### config.mk
export PLATFORM = sky130hd
export DESIGN_NAME = gat_bram_loader
export DESIGN_NICKNAME = d
export VERILOG_FILES = /design/src/rtl/gat_pkg.sv /design/src/rtl/gat_bram_wr_port.sv /design/src/rtl/gat_bram_loader.sv
export SDC_FILE = /design/constraint.sdc
export NUM_CORES = 1
export LEC_CHECK = 0
export CORE_MARGIN = 8
export CORE_UTILIZATION = 48
export DETAILED_ROUTE_END_ITERATION = 8
export GPL_ROUTABILITY_DRIVEN = 0
export PLACE_DENSITY = 0.89
export SLEW_MARGIN = 20
export SYNTH_ARGS = -nofsm -noshare
export SYNTH_HDL_FRONTEND = slang
export SYNTH_SLANG_ARGS = --single-unit
### constraint.sdc
create_clock -name clk -period 6.9 [get_ports clk]
set_clock_uncertainty 0.15 [all_clocks]
set_input_delay 1.38 -clock clk [delete_from_list [all_inputs] [get_ports clk]]
set_output_delay 1.38 -clock clk [all_outputs]
set_load 0.01 [all_outputs]
### src/rtl/gat_pkg.sv
// Shared constants and types for the GAT input BRAM loader.
// Region depths, loader state encoding and counter sizing.
package gat_pkg;

  localparam int GAT_H_DATA_DEPTH = 242101;
  localparam int GAT_NODE_INFO_DEPTH = 13264;
  localparam int GAT_WEIGHT_DEPTH = 16 * 1433;

  typedef enum logic [2:0] {
    IDLE,
    LOAD_H,
    LOAD_NI,
    LOAD_W,
    DONE
  } ld_state_e;

  function automatic int cnt_w_of(
    input int a,
    input int b,
    input int c
  );
    int m;
    m = a;
    if (b > m) m = b;
    if (c > m) m = c;
    return m + 1;
  endfunction

  localparam int GAT_CNT_W = cnt_w_of(
    $clog2(GAT_H_DATA_DEPTH),
    $clog2(GAT_NODE_INFO_DEPTH),
    $clog2(GAT_WEIGHT_DEPTH)
  );

endpackage

### src/rtl/gat_bram_wr_port.sv
// Registered BRAM write port stage.
// Strobes for one cycle per write; data/address hold between writes.
module gat_bram_wr_port #(
  parameter int DW = 32,
  parameter int ADDR_W = 2
) (
  input  logic              clk,
  input  logic              rst,
  input  logic              wr_en,
  input  logic [DW-1:0]     data,
  input  logic [ADDR_W-1:0] idx,
  output logic [DW-1:0]     din,
  output logic              ena,
  output logic              wea,
  output logic [ADDR_W+1:0] addra
);

  // Capture one beat; byte address is word index times four.
  always_ff @(posedge clk or posedge rst) begin
    if (rst) begin
      din   <= '0;
      ena   <= 1'b0;
      wea   <= 1'b0;
      addra <= '0;
    end else begin
      ena <= wr_en;
      wea <= wr_en;
      if (wr_en) begin
        din   <= data;
        addra <= {idx, 2'b00};
      end
    end
  end

endmodule

### src/rtl/gat_bram_loader.sv
// Splits one word stream into the three GAT input BRAMs.
// Region lengths come from the counter; tlast is only cross-checked.
module gat_bram_loader
  import gat_pkg::*;
#(
  parameter int TOP_WIDTH = 32,
  parameter int H_DATA_DEPTH = GAT_H_DATA_DEPTH,
  parameter int NODE_INFO_DEPTH = GAT_NODE_INFO_DEPTH,
  parameter int WEIGHT_DEPTH = GAT_WEIGHT_DEPTH,
  parameter int H_DATA_ADDR_W = $clog2(H_DATA_DEPTH),
  parameter int NODE_INFO_ADDR_W = $clog2(NODE_INFO_DEPTH),
  parameter int WEIGHT_ADDR_W = $clog2(WEIGHT_DEPTH),
  parameter int CNT_W = cnt_w_of(
    H_DATA_ADDR_W, NODE_INFO_ADDR_W, WEIGHT_ADDR_W)
) (
  input  logic                      clk,
  input  logic                      rst,
  input  logic                      start,
  input  logic [TOP_WIDTH-1:0]      s_tdata,
  input  logic                      s_tvalid,
  output logic                      s_tready,
  input  logic                      s_tlast,
  output logic [TOP_WIDTH-1:0]      h_data_bram_din,
  output logic                      h_data_bram_ena,
  output logic                      h_data_bram_wea,
  output logic [H_DATA_ADDR_W+1:0]  h_data_bram_addra,
  output logic [TOP_WIDTH-1:0]      h_node_info_bram_din,
  output logic                      h_node_info_bram_ena,
  output logic                      h_node_info_bram_wea,
  output logic [NODE_INFO_ADDR_W+1:0] h_node_info_bram_addra,
  output logic [TOP_WIDTH-1:0]      wgt_bram_din,
  output logic                      wgt_bram_ena,
  output logic                      wgt_bram_wea,
  output logic [WEIGHT_ADDR_W+1:0]  wgt_bram_addra,
  output logic                      h_data_bram_load_done,
  output logic                      h_node_info_bram_load_done,
  output logic                      wgt_bram_load_done,
  output logic                      busy,
  output logic                      tlast_err
);

  ld_state_e        state;
  logic [CNT_W-1:0] cnt;
  logic [CNT_W-1:0] last_idx;
  logic             beat;
  logic             is_last;
  logic             fin_h;
  logic             fin_ni;
  logic             fin_w;

  assign beat    = s_tvalid & s_tready;
  assign is_last = (cnt == last_idx);

  // Final word index of the region being loaded.
  always_comb begin
    last_idx = '0;
    unique case (state)
      LOAD_H:  last_idx = CNT_W'(H_DATA_DEPTH - 1);
      LOAD_NI: last_idx = CNT_W'(NODE_INFO_DEPTH - 1);
      LOAD_W:  last_idx = CNT_W'(WEIGHT_DEPTH - 1);
      default: last_idx = '0;
    endcase
  end

  // Loader FSM, beat counter, done pipeline and tlast check.
  always_ff @(posedge clk or posedge rst) begin
    if (rst) begin
      state                      <= IDLE;
      cnt                        <= '0;
      s_tready                   <= 1'b0;
      busy                       <= 1'b0;
      tlast_err                  <= 1'b0;
      fin_h                      <= 1'b0;
      fin_ni                     <= 1'b0;
      fin_w                      <= 1'b0;
      h_data_bram_load_done      <= 1'b0;
      h_node_info_bram_load_done <= 1'b0;
      wgt_bram_load_done         <= 1'b0;
    end else begin
      fin_h  <= beat & is_last & (state == LOAD_H);
      fin_ni <= beat & is_last & (state == LOAD_NI);
      fin_w  <= beat & is_last & (state == LOAD_W);
      h_data_bram_load_done <= h_data_bram_load_done | fin_h;
      h_node_info_bram_load_done <=
        h_node_info_bram_load_done | fin_ni;
      wgt_bram_load_done <= wgt_bram_load_done | fin_w;
      unique case (state)
        IDLE, DONE: begin
          if (start) begin
            state                      <= LOAD_H;
            cnt                        <= '0;
            s_tready                   <= 1'b1;
            busy                       <= 1'b1;
            tlast_err                  <= 1'b0;
            fin_h                      <= 1'b0;
            fin_ni                     <= 1'b0;
            fin_w                      <= 1'b0;
            h_data_bram_load_done      <= 1'b0;
            h_node_info_bram_load_done <= 1'b0;
            wgt_bram_load_done         <= 1'b0;
          end
        end
        LOAD_H, LOAD_NI, LOAD_W: begin
          if (beat) begin
            if (s_tlast != is_last) tlast_err <= 1'b1;
            if (is_last) begin
              cnt <= '0;
              if (state == LOAD_H) begin
                state <= LOAD_NI;
              end else if (state == LOAD_NI) begin
                state <= LOAD_W;
              end else begin
                state    <= DONE;
                s_tready <= 1'b0;
                busy     <= 1'b0;
              end
            end else begin
              cnt <= cnt + CNT_W'(1);
            end
          end
        end
        default: state <= IDLE;
      endcase
    end
  end

  gat_bram_wr_port #(
    .DW     (TOP_WIDTH),
    .ADDR_W (H_DATA_ADDR_W)
  ) u_h_port (
    .clk   (clk),
    .rst   (rst),
    .wr_en (beat & (state == LOAD_H)),
    .data  (s_tdata),
    .idx   (cnt[H_DATA_ADDR_W-1:0]),
    .din   (h_data_bram_din),
    .ena   (h_data_bram_ena),
    .wea   (h_data_bram_wea),
    .addra (h_data_bram_addra)
  );

  gat_bram_wr_port #(
    .DW     (TOP_WIDTH),
    .ADDR_W (NODE_INFO_ADDR_W)
  ) u_ni_port (
    .clk   (clk),
    .rst   (rst),
    .wr_en (beat & (state == LOAD_NI)),
    .data  (s_tdata),
    .idx   (cnt[NODE_INFO_ADDR_W-1:0]),
    .din   (h_node_info_bram_din),
    .ena   (h_node_info_bram_ena),
    .wea   (h_node_info_bram_wea),
    .addra (h_node_info_bram_addra)
  );

  gat_bram_wr_port #(
    .DW     (TOP_WIDTH),
    .ADDR_W (WEIGHT_ADDR_W)
  ) u_w_port (
    .clk   (clk),
    .rst   (rst),
    .wr_en (beat & (state == LOAD_W)),
    .data  (s_tdata),
    .idx   (cnt[WEIGHT_ADDR_W-1:0]),
    .din   (wgt_bram_din),
    .ena   (wgt_bram_ena),
    .wea   (wgt_bram_wea),
    .addra (wgt_bram_addra)
  );

endmodule

==> results.tsv, run 1 <==
stage	metric	value	unit
synth	Main synth FF type	dfrtp_1	
cells_and_area	final std cells w/o fill	890	
setup_path	Worst Path Buf+Inv	2	
clock_tree	clk_lat worst skew	430	ps
sta	Final min period	3610	ps
placement	port buffer count	191	
routing	DRC errors left	0	
floorplanning	io pins	198	
cells_and_area	area of the multi-input gates	0.00253	mm^2
setup_path	CP arrival	3770	ps
synth	Post-Syn Instances	514	
synth	Synth Warn #	0	
routing	DR vias	4844	
sta	Fmax	277	MHz
setup_path	Crit. End Element	flip-flop	
setup_path	worst-path maximum fanout	39	
clock_tree	maximum root-to-sink buffer count	2	
global_routing	vias in the first global route	5314	
synth	sequential-to-total area share from yosys stat	61.5	%
routing	initial drt markers	379	
sta	slew margin rel.	45.4	%
clock_tree	CTS tree	done	
setup_path	crit-path max cell delay	690	ps
setup_path	crit-path cells	clkdlybuf4s50_1, nand2_1, nor3_2, buf_4, mux2_2	
clock_tree	TritonCTS buffer count	17	
sta	Fin. Hold Viols	0	
global_routing	largest net degree at the start of global routing	126	
status	status	complete, no violations	
floorplanning	initial core utilization	49.2	%
run	Max-Cap Viols	0	
floorplanning	Die Wd	138	um
sta	max-slew violation count	0	
pwr	PD cells	256	mW/mm^2
floorplanning	Vert. Die Dim	138	um
sta	setup violators final	0	
cells_and_area	fin nets	731	
routing	DRT Wirelength	18800	um
pwr	Worst IR Drop VDD	0.201	mV
floorplanning	core area	0.0145	mm^2
sta	Sum Neg Setup Slack	0	ps
synth	FFs w/ async S/R, synth	100	%
routing	WL per Instance	21.2	um
synth	syn avg cell area	13.9	um^2
clock_tree	# hold bufs at CTS	0	
cells_and_area	Synth-to-Final Area Change	36.2	%
clock_tree	CTS root buf	clkbuf_16	
clock_tree	# clock sinks	176	
pwr	leakage	0.00436	uW
synth	Yosys reg bits	176	
setup_path	Top delay family on crit path	buffers and inverters	
synth	number of synthesized flops with an enable pin	0	
synth	mapped cell area	0.00716	mm^2
floorplanning	total die area	0.0191	mm^2
synth	post-synth cell types	53	
cells_and_area	most frequent cells in the layout	clkdlybuf4s50_1, dfrtp_1, mux2_2	
global_routing	total grt overflow	0	
cells_and_area	# diodes	0	
setup_path	worst path required time	7050	ps
global_routing	initial antenna violation count	0	
clock_tree	H-Tree Depth	4	
sta	final worst path period share	52.4	%
setup_path	critical path's slowest cell	nor3_2	
clock_tree	CTS resizes	0	
clock_tree	Clock Pin Slew Worst Setup and Hold Paths	60	ps
cells_and_area	register area	0.00440	mm^2
cells_and_area	commonest non-fill, non-tap cell in the layout	clkdlybuf4s50_1	
routing	1st-pass router iterations	5	
sta	RSZ-0062 raised after global routing	no	
setup_path	CP Class	input port to flip-flop	
min_path	Hold WC Path Type	flip-flop to flip-flop	
placement	DPL Wire Length	13100	um
sta	smallest hold slack	330	ps
global_routing	global-route wire length before repair	30100	um
floorplanning	standard-cell rows	44	
routing	antenna viol nets, final	0	
routing	Vias/cell	5.44	
global_routing	Total GRT Usage	19.8	%
setup_path	Startpoint Class	input port	
sta	Slew @ Worst Pin	819	ps
cells_and_area	layout cells sized above 1	28.0	%
cells_and_area	Fillers	1000	
clock_tree	number of post-CTS setup repair buffers	0	
placement	Post-Place Cells	858	
## through the flow
step	cell area, um^2	worst slack (ps)	utilization [%]	total power [uW]
finish	9750	3290	67.1	2490
CTS	9750	3320	67.1	2520
global placement	9170	2950	63.1	1550
global route	9750	3110	67.1	2590
floorplan	7180	596	-	1370
detailed placement	9170	2880	63.1	1570
## cells by family after synthesis
family          synth area share (%)
simple gates                    7.41
xor+xnor                        1.47
flops                           61.5
compound gates                  3.04
buf+inv                         3.51
fa+ha+maj                      0.175
mux                             22.8
other cells                   0.0524
## state kept, by name, summed over array words and instances (netlist names)
register / count
busy: 1
state: 3
wgt_bram_load_done: 1
u_w_port.ena: 1
h_data_bram_load_done: 1
u_h_port.ena: 1
u_h_port.addra: 18
cnt: 19
u_ni_port.ena: 1
fin_ni: 1
h_node_info_bram_load_done: 1
u_w_port.addra: 15
tlast_err: 1
u_h_port.din: 32
u_ni_port.din: 32
u_ni_port.addra: 14
fin_w: 1
u_w_port.din: 32
fin_h: 1
## final timing paths
path	cells after the start	endpoint	start	slack [ps]
worst min-delay path	2	h_node_info_bram_load_done	fin_ni	330
max in group asynchronous	3	tlast_err	rst	4020
worst max-delay path	5	u_ni_port.addra[2]	s_tvalid	3290
worst max register to register	4	u_ni_port.addra[2]	state[1]	3970
worst min register to register	2	h_node_info_bram_load_done	fin_ni	330
min in group asynchronous	2	u_h_port.din[13]	rst	1390
## worst reg2reg max path: stages, from the launching register on
cell,delay (ps)
dfrtp_1,620
or2b_2,380
nor3_2,620
buf_4,580
mux2_2,460
## Yosys cell counts, types with 2 or more instances
cell	instances	area (um^2)
buf_4	12	90.1
dfrtp_1	176	4400
buf_2	3	15.0
buf_1	7	26.3
nor3_1	4	20.0
nand2b_1	4	25.0
and2_1	4	25.0
mux2_2	144	1620
o22ai_1	2	12.5
nor3b_1	2	15.0
clkbuf_1	19	71.3
nand2_1	19	71.3
xnor2_1	5	43.8
xor2_1	7	61.3
a31oi_1	2	12.5
and3_1	3	18.8
a21oi_1	3	15.0
nand3_1	8	40.0
inv_1	7	26.3
nor2_1	30	113
nand4_1	11	68.8
or4_1	4	30.0
o21ai_0	6	30.0
buf_6	2	22.5
or4_4	2	22.5
## per-layer routing
| metal | track usage, % | up-vias | part of all wire [%] |
|---|---|---|---|
| met2 | 31.8 | 216 | 48 |
| li1 | - | 2141 | - |
| met3 | 10.2 | 27 | 11 |
| met5 | 0 | - | 0 |
| met1 | 22.1 | 2460 | 38 |
| met4 | 7.44 | 0 | 1.8 |
## cell type report
class	count	area share, %
clock buffer	21	4.93
clock inverter	11	1.05
inverter	7	0.346
multi-input combinational	293	26.0
sequential	176	45.2
tap	184	2.36
timing repair buffer	198	20.1
## report_power, final
| group | leakage (uW) | internal [uW] | switching [uW] |
|---|---|---|---|
| clock network | 0.000282 | 538 | 403 |
| logic | 0.00178 | 197 | 151 |
| registers | 0.00230 | 1110 | 96.8 |
Power figures use the tool's default switching activity.
==> run 2, diff against run 1 <==
Clock period 6.9 ns to 3.37 ns, I/O delays scaled along.
==> results.tsv, run 2 (synthesis gave the netlist of run 1 again) <==
stage	metric	value	unit
routing	DRC errors left	0	
cells_and_area	Fillers	1021	
clock_tree	clk_lat worst skew	430	ps
setup_path	Critical Path Source	cnt[5]	
global_routing	largest net degree at the start of global routing	108	
clock_tree	# hold bufs at CTS	0	
sta	Final min period	2900	ps
setup_path	worst r2r dst	cnt[16]	
floorplanning	initial core utilization	49.2	%
floorplanning	Vert. Die Dim	138	um
routing	Vias/cell	5.53	
status	status	complete, no violations	
min_path	WHS Path Cells	2	
cells_and_area	layout cells sized above 1	28.3	%
global_routing	global-route wire length before repair	30900	um
placement	port buffer count	191	
routing	antenna viol nets, final	0	
sta	Sum Neg Setup Slack	0	ps
global_routing	vias in the first global route	5486	
clock_tree	TritonCTS buffer count	17	
setup_path	Worst Setup EP	cnt[16]	
setup_path	worst r2r src	cnt[5]	
clock_tree	CTS tree	done	
sta	Fin. Hold Viols	0	
cells_and_area	register area	0.00440	mm^2
cells_and_area	area of the multi-input gates	0.00253	mm^2
routing	DR vias	4948	
clock_tree	CTS root buf	clkbuf_16	
routing	WL per Instance	21.6	um
setup_path	Crit. End Element	flip-flop	
clock_tree	Clock Pin Slew Worst Setup and Hold Paths	70	ps
clock_tree	H-Tree Depth	4	
setup_path	reg-to-reg slack, setup	470	ps
setup_path	Worst Path Buf+Inv	0	
floorplanning	io pins	198	
floorplanning	standard-cell rows	44	
setup_path	crit-path cells	or4_4, o22ai_2, a32oi_1, or4_4, a21oi_2, nor2_1	
sta	max-slew violation count	0	
clock_tree	CTS resizes	0	
global_routing	initial antenna violation count	0	
cells_and_area	most frequent cells in the layout	clkdlybuf4s50_1, dfrtp_1, mux2_2	
setup_path	stages on the worst setup path	6	
routing	initial drt markers	519	
pwr	PD cells	515	mW/mm^2
sta	Slew @ Worst Pin	701	ps
cells_and_area	# diodes	0	
cells_and_area	fin nets	736	
clock_tree	# clock sinks	176	
floorplanning	total die area	0.0191	mm^2
routing	DRT Wirelength	19300	um
min_path	Hold WC Path Type	flip-flop to flip-flop	
setup_path	Startpoint Class	flip-flop	
pwr	Worst IR Drop VDD	0.382	mV
placement	DPL Wire Length	13400	um
run	Max-Cap Viols	0	
placement	Post-Place Cells	863	
clock_tree	maximum root-to-sink buffer count	2	
sta	final worst path period share	86.1	%
pwr	leakage	0.00437	uW
setup_path	crit-path max cell delay	680	ps
cells_and_area	Regs by FF count	u_h_port.din: 32 flops, u_ni_port.din: 32 flops, u_w_port.din: 32 flops	
sta	RSZ-0062 raised after global routing	no	
cells_and_area	Synth-to-Final Area Change	36.9	%
setup_path	FF-to-FF path depth	6	
global_routing	total grt overflow	0	
floorplanning	core area	0.0145	mm^2
routing	1st-pass router iterations	4	
cells_and_area	final std cells w/o fill	894	
routing	Max Used Layer	met4	
setup_path	worst path required time	3510	ps
routing	met1 WL	7290	um
floorplanning	Die Wd	138	um
sta	setup violators final	0	
cells_and_area	commonest non-fill, non-tap cell in the layout	clkdlybuf4s50_1	
setup_path	Top delay family on crit path	simple AND/OR/NAND/NOR gates	
setup_path	worst-path maximum fanout	11	
routing	met3 wire length	1940	um
global_routing	Total GRT Usage	20.2	%
setup_path	most frequent CP cell	or4_4	
clock_tree	number of post-CTS setup repair buffers	0	
routing	met2 WL	9630	um
setup_path	CP arrival	3040	ps
setup_path	CP Class	flip-flop to flip-flop	
setup_path	critical path's slowest cell	or4_4	
sta	slew margin rel.	52.8	%
sta	Fmax	345	MHz
==> run 2: metrics by stage <==
stage	cell area (um^2)	power, uW	hold slack, ps	utilization (%)	setup slack [ps]
3_5_place_dp	9250	3230	302	63.7	506
6_report	9790	5040	319	67.4	469
4_1_cts	9790	5080	325	67.4	504
5_1_grt	9790	5240	341	67.4	299
3_3_place_gp	9250	3190	299	63.7	593
2_1_floorplan	7180	2800	292	-	293
==> run 2: final cells by class <==
cell class	count	area share, %
clock buffer	18	4.38
clock inverter	13	1.16
inverter	7	0.307
multi-input combinational	293	25.9
sequential	176	45.0
tap	184	2.35
timing repair buffer	203	21.0
==> run 2: per-layer routing <==
layer,track usage [%],up-vias
met5,0,-
li1,-,2154
met4,7.78,0
met3,9.62,40
met2,33.3,235
met1,22.2,2519
==> run 2: tightest hold or removal path, cell delays in order (launching register included) <==
cell and delay [ps]:
dfrtp_1 320, nor2_1 40, nor2_1 80
==> run 2: worst min path at each step <==
stage | start | to | slack (ps)
final | fin_h | h_data_bram_load_done | 320
after global routing | fin_h | h_data_bram_load_done | 340
after global placement | fin_w | wgt_bram_load_done | 300
after CTS | fin_h | h_data_bram_load_done | 330
after floorplan | fin_h | h_data_bram_load_done | 290
after detailed placement | fin_h | h_data_bram_load_done | 300
==> run 2: report_power, final <==
part / internal (uW) / switching (uW)
logic: 417 / 340
clock network: 1010 / 821
registers: 2270 / 183
